==> config.mk <==
export PLATFORM = sky130hd
export DESIGN_NAME = fft_frame_scheduler_flat
export DESIGN_NICKNAME = d
export VERILOG_FILES = /design/src/rtl/fft_frame_scheduler_if.sv /design/src/rtl/fft_frame_scheduler.sv /design/src/flat_wrapper.sv
export SDC_FILE = /design/constraint.sdc
export NUM_CORES = 1
export LEC_CHECK = 0
export BUFFER_PORTS_ARGS = -buffer_cell sky130_fd_sc_hd__clkbuf_2
export CAP_MARGIN = 15
export CORE_ASPECT_RATIO = 1.25
export CORE_MARGIN = 5
export CORE_UTILIZATION = 51
export CTS_BUF_LIST = sky130_fd_sc_hd__clkbuf_4 sky130_fd_sc_hd__clkbuf_8 sky130_fd_sc_hd__clkbuf_16
export DETAILED_ROUTE_END_ITERATION = 6
export GPL_TIMING_DRIVEN = 0
export PLACE_DENSITY = 0.86
export REMOVE_ABC_BUFFERS = 1
export SYNTH_ARGS = -nofsm -noshare
export SYNTH_HDL_FRONTEND = slang
export SYNTH_SLANG_ARGS = --single-unit
==> constraint.sdc <==
create_clock -name clk -period 5 [get_ports clk]
set_clock_uncertainty 0.2 [all_clocks]
set_input_delay 0.5 -clock clk [delete_from_list [all_inputs] [get_ports clk]]
set_output_delay 0.5 -clock clk [all_outputs]
set_load 0.02 [all_outputs]
==> src/rtl/fft_frame_scheduler_if.sv <==
// fft_frame_scheduler_if: groups the per-channel source buffer signals and the
// registered output stream shared by the frame scheduler and its neighbours.
// The master modport is the scheduler's side of the bus.
interface fft_frame_scheduler_if #(
  parameter int NUM_CH = 4
);
  logic [NUM_CH-1:0]    req;
  logic [16*NUM_CH-1:0] src_data;
  logic [NUM_CH-1:0]    src_rd;
  logic [NUM_CH-1:0]    grant;
  logic [15:0]          out_data;
  logic                 out_valid;
  logic                 out_ready;

  modport master (
    input  req, src_data, out_ready,
    output src_rd, grant, out_data, out_valid
  );

  modport slave (
    output req, src_data, out_ready,
    input  src_rd, grant, out_data, out_valid
  );
endinterface

==> src/rtl/fft_frame_scheduler.sv <==
// fft_frame_scheduler: round-robin arbiter that frames one FFT result buffer
// at a time onto a shared, backpressurable 16-bit stream.
// Frame layout: HDR_LEN x 16'hFFFF, 16'hA500|ch, FRAME_LEN payload words.
// Optional feature macro FRAME_CHECKSUM_EN appends a two's-complement trailer
// word so that payload plus trailer sums to zero modulo 2^16.
module fft_frame_scheduler #(
  parameter int NUM_CH    = 4,
  parameter int FRAME_LEN = 16,
  parameter int HDR_LEN   = 3
) (
  input  logic                 clk,
  input  logic                 rst_n,
  fft_frame_scheduler_if.master bus,
  output logic                 busy,
  output logic                 frame_done
);

  localparam int CH_W  = $clog2(NUM_CH);
  localparam int HDR_W = $clog2(HDR_LEN + 1);
  localparam int PAY_W = $clog2(FRAME_LEN + 1);

  typedef enum logic [2:0] {
    S_IDLE,
    S_ARB,
    S_HDR,
    S_ID,
    S_PAY,
`ifdef FRAME_CHECKSUM_EN
    S_TRL,
`endif
    S_END
  } state_t;

  state_t            state;
  state_t            next_state;
  logic [CH_W-1:0]   ch;
  logic [CH_W-1:0]   rr_last;
  logic [CH_W-1:0]   arb_ch;
  logic              arb_found;
  logic [HDR_W-1:0]  hdr_cnt;
  logic [PAY_W-1:0]  pay_cnt;
  logic              load;
  logic [15:0]       words [NUM_CH];
`ifdef FRAME_CHECKSUM_EN
  logic [15:0]       sum;
`endif

  // Slice the flat source bus into one word per channel.
  for (genvar g = 0; g < NUM_CH; g++) begin : g_words
    assign words[g] = bus.src_data[16*g +: 16];
  end

  // The output register may take a new word when it is empty or being drained.
  assign load = !bus.out_valid || bus.out_ready;
  assign busy = (state != S_IDLE);

  // Round-robin search starting just after the last granted channel.
  always_comb begin
    int              idx;
    logic [CH_W-1:0] idx_c;
    arb_ch    = '0;
    arb_found = 1'b0;
    for (int i = 1; i <= NUM_CH; i++) begin
      idx = int'(rr_last) + i;
      if (idx >= NUM_CH) idx = idx - NUM_CH;
      idx_c = CH_W'(idx);
      if (!arb_found && bus.req[idx_c]) begin
        arb_found = 1'b1;
        arb_ch    = idx_c;
      end
    end
  end

  // State register; reset aborts any frame in progress.
  always_ff @(posedge clk or negedge rst_n) begin
    if (!rst_n) state <= S_IDLE;
    else        state <= next_state;
  end

  // Next-state decode plus the combinational pop strobe and done pulse.
  always_comb begin
    next_state = state;
    bus.src_rd = '0;
    frame_done = 1'b0;
    unique case (state)
      S_IDLE: if (|bus.req) next_state = S_ARB;
      S_ARB:  next_state = arb_found ? S_HDR : S_IDLE;
      S_HDR:  if (load && hdr_cnt == HDR_W'(HDR_LEN - 1)) next_state = S_ID;
      S_ID:   if (load) next_state = S_PAY;
      S_PAY: begin
        if (load) bus.src_rd = NUM_CH'(1) << ch;
        if (load && pay_cnt == PAY_W'(FRAME_LEN - 1)) begin
`ifdef FRAME_CHECKSUM_EN
          next_state = S_TRL;
`else
          next_state = S_END;
`endif
        end
      end
`ifdef FRAME_CHECKSUM_EN
      S_TRL:  if (load) next_state = S_END;
`endif
      S_END: begin
        if (bus.out_valid && bus.out_ready) begin
          frame_done = 1'b1;
          next_state = S_IDLE;
        end
      end
      default: next_state = S_IDLE;
    endcase
  end

  // Datapath: grant/channel capture, counters and the registered output word.
  always_ff @(posedge clk or negedge rst_n) begin
    if (!rst_n) begin
      bus.grant     <= '0;
      bus.out_data  <= '0;
      bus.out_valid <= 1'b0;
      ch            <= '0;
      rr_last       <= CH_W'(NUM_CH - 1);
      hdr_cnt       <= '0;
      pay_cnt       <= '0;
`ifdef FRAME_CHECKSUM_EN
      sum           <= '0;
`endif
    end else begin
      unique case (state)
        S_ARB: begin
`ifdef FRAME_CHECKSUM_EN
          sum <= '0;
`endif
          if (arb_found) begin
            ch        <= arb_ch;
            bus.grant <= NUM_CH'(1) << arb_ch;
            rr_last   <= arb_ch;
            hdr_cnt   <= '0;
          end
        end
        S_HDR: if (load) begin
          bus.out_data  <= 16'hFFFF;
          bus.out_valid <= 1'b1;
          hdr_cnt       <= hdr_cnt + HDR_W'(1);
        end
        S_ID: if (load) begin
          bus.out_data  <= 16'hA500 | {8'h00, 8'(ch)};
          bus.out_valid <= 1'b1;
          pay_cnt       <= '0;
        end
        S_PAY: if (load) begin
          bus.out_data  <= words[ch];
          bus.out_valid <= 1'b1;
          pay_cnt       <= pay_cnt + PAY_W'(1);
`ifdef FRAME_CHECKSUM_EN
          sum           <= sum + words[ch];
`endif
        end
`ifdef FRAME_CHECKSUM_EN
        S_TRL: if (load) begin
          bus.out_data  <= ~sum + 16'd1;
          bus.out_valid <= 1'b1;
        end
`endif
        S_END: if (bus.out_valid && bus.out_ready) begin
          bus.out_valid <= 1'b0;
          bus.grant     <= '0;
        end
        default: ;
      endcase
    end
  end

endmodule

==> src/flat_wrapper.sv <==
// flat-port wrapper written by rule: the top's interface ports become plain ports
module fft_frame_scheduler_flat 
#(
  parameter int NUM_CH    = 4,
  parameter int FRAME_LEN = 16,
  parameter int HDR_LEN   = 3
)
  (clk, rst_n, busy, frame_done, bus_req, bus_src_data, bus_out_ready, bus_src_rd, bus_grant, bus_out_data, bus_out_valid);
  fft_frame_scheduler_if #(.NUM_CH(NUM_CH)) bus_i ();
  input  logic clk;
  input  logic rst_n;
  output logic busy;
  output logic frame_done;
  input wire logic [$bits(bus_i.req)-1:0] bus_req;
  input wire logic [$bits(bus_i.src_data)-1:0] bus_src_data;
  input wire logic [$bits(bus_i.out_ready)-1:0] bus_out_ready;
  output wire logic [$bits(bus_i.src_rd)-1:0] bus_src_rd;
  output wire logic [$bits(bus_i.grant)-1:0] bus_grant;
  output wire logic [$bits(bus_i.out_data)-1:0] bus_out_data;
  output wire logic [$bits(bus_i.out_valid)-1:0] bus_out_valid;
  assign bus_i.req = bus_req;
  assign bus_i.src_data = bus_src_data;
  assign bus_i.out_ready = bus_out_ready;
  assign bus_src_rd = bus_i.src_rd;
  assign bus_grant = bus_i.grant;
  assign bus_out_data = bus_i.out_data;
  assign bus_out_valid = bus_i.out_valid;
  fft_frame_scheduler #(.NUM_CH(NUM_CH), .FRAME_LEN(FRAME_LEN), .HDR_LEN(HDR_LEN)) u_core (.clk(clk), .rst_n(rst_n), .bus(bus_i), .busy(busy), .frame_done(frame_done));
endmodule
**After elaboration in Yosys (flattened, before gate mapping)**

Cells that the tools add are included.

- Flip-flop bits (word level): 35
- Bits of input ports: 71
- Output and inout port bits: 27
- Word-level logic and storage cells: 123

- Add/sub/neg operators: 10
- Order comparisons: 9
- Eq/ne operators: 16
- Shift operators: 2
- Muxes and demuxes: 50
- Bitwise logic cells: 1
- Reductions and logical operators: 27

Operators with widths:

| cell | count |
|---|---|
| 16-bit two-way mux | 5 |
| 16-bit case mux with 3 select lines | 1 |
| 16-bit binary-select mux with 2-bit select | 1 |
| 2-bit two-way mux | 11 |
| 2-bit by 1-bit inequality test with 1-bit output (second input constant) | 9 |
| 3-bit case mux with 6 select lines | 1 |
| 4-bit two-way mux | 4 |
| 3-bit two-way mux | 5 |
| 3-bit greater-or-equal comparator (second input constant) | 4 |
| 2-bit by 3-bit less-than comparator with 1-bit output (second input constant) | 4 |
| 1-bit two-way mux | 12 |
| 3-bit AND reduction | 4 |
| 5-bit two-way mux | 2 |
| 5-bit case mux with 2 select lines | 1 |
| 1-bit binary-select mux with 2-bit select | 4 |
| 4-bit case mux with 2 select lines | 1 |
| 2-bit nonzero test | 4 |
| 1-bit by 2-bit left shift with 4-bit output (first input constant) | 2 |
| 2-bit by 1-bit subtractor with 2-bit output (second input constant) | 4 |
| 2-bit by 2-bit adder with 3-bit output (second input constant) | 2 |
| 3-bit by 2-bit == test with 1-bit output (second input constant) | 2 |
| 3-bit == test (second input constant) | 2 |
| 1-bit logical AND | 6 |
| 3-bit nonzero test | 2 |
| other kinds (19) | 22 |

**Depth between registers and ports, before layout**

Gate-level depths: netlist (run 1).

- Word-level depth: 18
- Depth in mapped cells: 6
- Mapped depth without buffers: 6

**Worst setup path before layout (run 1)**

Ideal clock, no wire load.

- Kind: register to output
- From: register u_core.state[0]
- To: output port bus_src_rd[1]
- Data arrival time: 1.441 ns
- Required time: 4.300 ns
- Setup slack: 2.859 ns
- Stages on the path, launching flop included: 6
- Buffers on the path: 1
- Cell sequence: dfrtp_1 > or3b_1 > buf_6 > nor2_1 > nand2_1 > nor2_1

- Cells in the longest elaborated chain, start to end: 2

Ends and longest elaborated chain:

| what | line | RTL |
|---|---|---|
| from (decl) | fft_frame_scheduler.sv:34 | `state_t state;` |
| from (signal assigned) | fft_frame_scheduler.sv:77 | `else state <= next_state;` |
| 3-bit == test | fft_frame_scheduler.sv:85 | `unique case (state)` |
| 4-bit two-way mux | fft_frame_scheduler.sv:85 |  |
| to (decl) | flat_wrapper.sv:17 | `output wire logic [$bits(bus_i.src_rd)-1:0] bus_src_rd;` |

No other way between the ends.

**Worst setup path after layout (run 1)**

- From: register u_core.state[2]
- To: output port bus_src_rd[1]

The elaborated chain is that of the path after synthesis.

==> reports/results.txt, run 1 <==
Status = finished clean
Flop-to-flop setup slack = 2.57 ns
Boundary Pins = 98
Critical-path cell list = or3b_1 -> nor2_1 -> nand2_1 -> nor2_1 -> clkbuf_2
Switching Share = 42.8%
Setup CP Type = reg2out
Worst-path clk slew = 0.07 ns
Detail Route Antenna Nets = 0
Fillcell total = 320
Vias = 2049
Total grt overflow = 0
Max stage delay on crit path = 0.71 ns
# H-tree levels = 2
Initial Util = 52.6%
Placed Area = 2640 um2
Final setup vio count = 0
Tot GR Track Use = 20.8%
Final hold violation count = 0
Wire length per cell = 17.6 um
Fin nets = 370
Worst slack, placed = 2.28 ns
Max-slew headroom = 43.3%
Total core area = 4100 um2
Via density = 5.80
Drt initial violations = 131
Syn avg cell area = 10.5 um2
Cell-internal power = 0.920 mW
Worst vdd ir = 0.000323 V
Max Root-Sink Buffers = 2
Area grow syn2layout = 27.9%
Critical Path RT = 4.30 ns
Seq pwr share = 36.4%
Register area share after synthesis = 40.7%
Initial antenna violation count = 0
Fin util = 67.2%
Synth Register Bits = 35
Post-CTS sizing = 0
Share of the clock period used by the worst path = 60.1%
Final WL = 6200 um
Max Cap Viol = 0
Buffers added on ports = 97
Crit end category = output port
Postcts setup bufs = 0
Critical Path Most Common Cell = nor2_1
Design Power = 1.61 mW
Critical Path Slowest Stage Cell = or3b_1
Multi-input gate area = 1180 um2
DRC viols = 0
Worst-skew pair later-pin latency = 0.28 ns
Fmax = 0.333 GHz
Final Max Tran Viols = 0
Die Area = 5640 um2
Arrival time worst endpoint = 2.31 ns
Commonest register cell after synthesis = dfrtp_1
Async SR Flop Fraction = 100%
Top cells by area, synth = dfrtp_1, mux4_2, nand2_1, o21ai_0, nor2_1
RSZ-0062 raised after global routing = false
Worst hold margin = 0.116 ns
Worst-Margin Slew = 0.850 ns
Ys Warns = 0
Pwr dens = 583 nW/um2
Root Buffer Master = clkbuf_8
Final min period = 3.01 ns
Most frequent cells after synthesis = dfrtp_1, nand2_1, nor2_1, o21ai_0, mux4_2
Row count = 26
CP Max Fanout = 19
Hold Path Class = in2async
Synth Instances = 205
Sequential Area = 878 um2
Die Ht = 82.7 um
CTS tree = done
Non-Filler Instances = 353
Synth area leader = dfrtp_1
Logic pwr share = 50.9%
Largest net degree at the start of global routing = 36
Clock share of power = 12.7%
CP top delay family = simple AND/OR/NAND/NOR gates
Dpl cells = 344
Vias in the first global route = 1962
Mapped Area = 2160 um2
Worst Setup Start Kind = register
Final Cell Area = 2760 um2
Clock tree sinks = 35
First-pass iteration count of the detailed router = 4
# diodes = 0
CTS Buf Count = 5
Switching power = 0.688 mW
Placer congestion estimate = 0.708
Worst Slack Setup Final = 1.99 ns
Global-route wire length before repair = 8820 um
Static Leakage = 1.36 nW
EDFF count, synth = 0
CTS Hold Bufs = 0
Area share of the largest cell type after synthesis = 38.3%
Top-count cell post-synth = dfrtp_1
HPWL after DPL = 4480 um
DIE WIDTH = 68.2 um
Cell variety after synth = 47
Share of cells above drive strength 1 = 44.1%
Setup TNS = 0 ns
Buf+Inv Stages, Crit Path = 1
worst paths after layout:
| path | startpoint | end | cells after the start |
|---|---|---|---|
| worst min register to register | u_core.bus.out_data[1]$_DFFE_PN0P_ | u_core.bus.out_data[1]$_DFFE_PN0P_ | 2 |
| worst min-delay path | rst_n | u_core.hdr_cnt[1]$_DFFE_PN0P_ | 1 |
| worst max register to register | u_core.state[2]$_DFFE_PN0P_ | u_core.bus.out_data[3]$_DFFE_PN0P_ | 5 |
| worst max-delay path | u_core.state[2]$_DFFE_PN0P_ | bus_src_rd[1] | 5 |
| max in group asynchronous | rst_n | u_core.bus.out_data[11]$_DFFE_PN0P_ | 1 |
| min in group clk | u_core.bus.out_data[1]$_DFFE_PN0P_ | u_core.bus.out_data[1]$_DFFE_PN0P_ | 2 |
layer usage:
layer	part of all wire (%)	vias up	GRT usage, %
met5	0	-	0
met4	2.0	0	8.55
met3	11	15	6.36
met2	51	104	37.8
met1	36	985	22.0
li1	-	945	-
worst reg2reg max path, delay by kind of cell (launching register included):
family                 cells  cell delay (ns)
AOI/OAI and AO/OA          2             0.69
and+or+nand+nor            2             0.59
DFF                        1             0.57
buffers and inverters      1             0.24
state kept, by name, indices dropped and copies added, names as in the netlist:
name / cells
u_core.pay_cnt: 5
u_core.bus.grant: 4
u_core.bus.out_valid: 1
u_core.bus.out_data: 16
u_core.state: 3
u_core.ch: 2
u_core.hdr_cnt: 2
u_core.rr_last: 2
layout make-up:
cell class              count  area share (%)
repair buffers             99            19.0
inverters                   5           0.681
flip-flops and latches     35            31.9
well taps                  56            2.54
clock buffers               7            3.04
multi-input cells         150            42.7
clock inverters             1           0.182
power groups by stage:
stage               combinational (mW)  sequential [mW]  clock, mW
floorplan                        0.452            0.667          0
global placement                 0.740            0.596          0
detailed placement               0.763            0.605          0
CTS                              0.768            0.599      0.208
global route                     0.902            0.606      0.220
finish                           0.819            0.585      0.203
cell usage in the layout, fill, tap and decap left out, drive strengths merged, types with 2 or more instances in the layout:
cell type	netlist	routed
o2bb2ai	2	2
dfrtp	33	33
mux2	2	2
nand2	24	24
o21ai	23	23
a21oi	6	6
o22ai	2	2
mux2i	2	2
clkbuf	4	104
nor3	3	3
buf	11	2
nor3b	2	2
a32o	4	4
nor2	22	22
nor4	2	2
a22o	3	3
inv	5	5
dfstp	2	2
mux4	16	16
and3	3	3
a21o	5	5
or3	2	2
nor2b	3	3
nand2b	5	5
nand3	2	2
ha	3	3
nand3b	2	2
kinds of logic (layout without fill, tap and decap cells):
| family | count (synthesis) | in the layout | share of synthesized area [%] |
|---|---|---|---|
| AND/OR/NAND/NOR | 72 | 72 | 16.9 |
| flip-flops | 35 | 35 | 40.7 |
| adder cells (fa/ha/maj) | 3 | 3 | 1.74 |
| buffers and inverters | 20 | 112 | 4.70 |
| AO/OA/AOI/OAI | 55 | 55 | 16.8 |
| multiplexers | 20 | 20 | 19.0 |
(Power assumes the default switching activity.)
==> run 2: changes to the inputs <==
CORE_UTILIZATION = 43   (was 51)
PLACE_DENSITY = 0.77   (was 0.86)
clock period = 2.5 ns   (was 5 ns; I/O delays follow)
==> reports/results.txt, run 2 (synthesized netlist as in run 1, its figures left out) <==
Status = finished clean
Share of cells above drive strength 1 = 45.5%
DIE WIDTH = 73.3 um
Final hold violation count = 0
Max Root-Sink Buffers = 2
Total core area = 4800 um2
Buffers added on ports = 97
Max-slew headroom = 40.7%
Worst-Margin Slew = 0.889 ns
Total grt overflow = 0
RSZ-0062 raised after global routing = false
Max Cap Viol = 0
Initial Util = 44.9%
Largest register FFs = 16
Clock share of power = 13.4%
Boundary Pins = 98
Seq pwr share = 36.3%
Final min period = 2.32 ns
Area grow syn2layout = 29.4%
Worst-skew pair later-pin latency = 0.29 ns
Worst vdd ir = 0.000499 V
Design Power = 3.21 mW
Worst hold margin = 0.168 ns
Final Max Tran Viols = 0
Wire length per cell = 15.5 um
Logic pwr share = 50.3%
Final Cell Area = 2790 um2
Clock tree sinks = 35
Worst-path clk slew = 0.06 ns
Worst Setup Start Kind = register
Most common cell after layout, fill and taps aside = clkbuf_2
Die Area = 6540 um2
Detail Route Antenna Nets = 0
Non-Filler Instances = 359
Root Buffer Master = clkbuf_8
Switching Share = 41.9%
Cell-internal power = 1.86 mW
# H-tree levels = 2
Placer congestion estimate = 0.811
DRC viols = 0
HPWL after DPL = 4290 um
CP Max Fanout = 13
Fin nets = 372
Placed Area = 2640 um2
Critical Path RT = 2.05 ns
Register with the most flip-flops = u_core.bus.out_data
Drt initial violations = 83
Initial antenna violation count = 0
First-pass iteration count of the detailed router = 4
Hold Path Class = in2reg
Vias in the first global route = 2027
Tot GR Track Use = 18.0%
Share of the clock period used by the worst path = 92.7%
Final WL = 5570 um
# diodes = 0
CTS Buf Count = 5
Largest regs = u_core.bus.out_data: 16 flops, u_core.pay_cnt: 5 flops, u_core.bus.grant: 4 flops
Static Leakage = 1.37 nW
Via density = 5.48
Fmax = 0.431 GHz
Setup CP Type = reg2out
Row count = 28
Dpl cells = 348
Pwr dens = 1150 nW/um2
Arrival time worst endpoint = 1.87 ns
Largest net degree at the start of global routing = 36
Final setup vio count = 0
CTS tree = done
Crit end category = output port
Switching power = 1.35 mW
Global-route wire length before repair = 9140 um
Die Ht = 89.2 um
Vias = 1968
Commonest cells after routing, fill and taps aside = clkbuf_2, dfrtp_1, nand2_1, nor2_1, o21ai_0
-- run 2: worst paths after layout --
path                                                             to  cells after the start                                 from  slack [ns]
min in group asynchronous       u_core.bus.out_data[10]$_DFFE_PN0P_                      2                                rst_n        0.42
worst min register to register  u_core.bus.out_data[10]$_DFFE_PN0P_                      2  u_core.bus.out_data[10]$_DFFE_PN0P_        0.28
worst max-delay path                                  bus_src_rd[3]                      4          u_core.state[0]$_DFFE_PN0P_        0.18
max in group asynchronous               u_core.state[1]$_DFFE_PN0P_                      2                                rst_n        1.07
worst min-delay path                    u_core.state[0]$_DFFE_PN0P_                      3                        bus_out_ready        0.17
worst max register to register  u_core.bus.out_data[14]$_DFFE_PN0P_                      4          u_core.state[2]$_DFFE_PN0P_        0.42
-- run 2: through the flow --
step / TNS [ns] / utilization [%] / setup slack [ns]
after CTS: 0 / 57.5 / 0.112
final: 0 / 58.1 / 0.182
after floorplan: 0 / - / 0.268
after global placement: -3.62 / 54.9 / -0.347
after detailed placement: -0.114 / 55.0 / -0.0791
after global routing: 0 / 58.1 / 0.0362
-- run 2: area by class of cell --
| type | count | area [um2] |
|---|---|---|
| Tap cell | 60 | 75.1 |
| Timing Repair Buffer | 101 | 538 |
| Inverter | 5 | 18.8 |
| Clock inverter | 1 | 5.00 |
| Multi-Input combinational cell | 150 | 1180 |
| Clock buffer | 7 | 90.1 |
| Fill cell | 443 | 2010 |
| Sequential cell | 35 | 881 |
-- run 2: worst max-delay path: stages (launching register included) --
cell and delay, ns:
dfrtp_1 0.54, or3b_4 0.45, nor2_1 0.24, and3_1 0.19, clkbuf_2 0.17
-- run 2: repair_timing --
item                                    in CTS  in global routing
hold endpoints to repair                    33                  0
resized for setup                            4                  1
hold buffers                                 1                  0
endpoints found under the setup margin       2                 10
buffers inserted                             1                  0
pin swaps                                    1                  0
-- run 2: metal layers --
| metal | up-vias | routed length [um] | global-route usage [%] | part of all wire, % |
|---|---|---|---|---|
| met3 | 12 | 547 | 4.84 | 9.8 |
| met4 | 0 | 117 | 5.93 | 2.1 |
| met1 | 924 | 2290 | 21.6 | 41 |
| met2 | 84 | 2610 | 31.2 | 47 |
| met5 | - | 0 | 0 | 0 |
| li1 | 948 | - | - | - |
-- run 2: power groups by stage --
stage / Sequential (mW) / Combinational [mW] / Clock [mW]
final: 1.17 / 1.61 / 0.430
after floorplan: 1.33 / 0.903 / 0
after CTS: 1.21 / 1.53 / 0.446
after detailed placement: 1.22 / 1.52 / 0
after global routing: 1.22 / 1.78 / 0.471
after global placement: 1.20 / 1.47 / 0
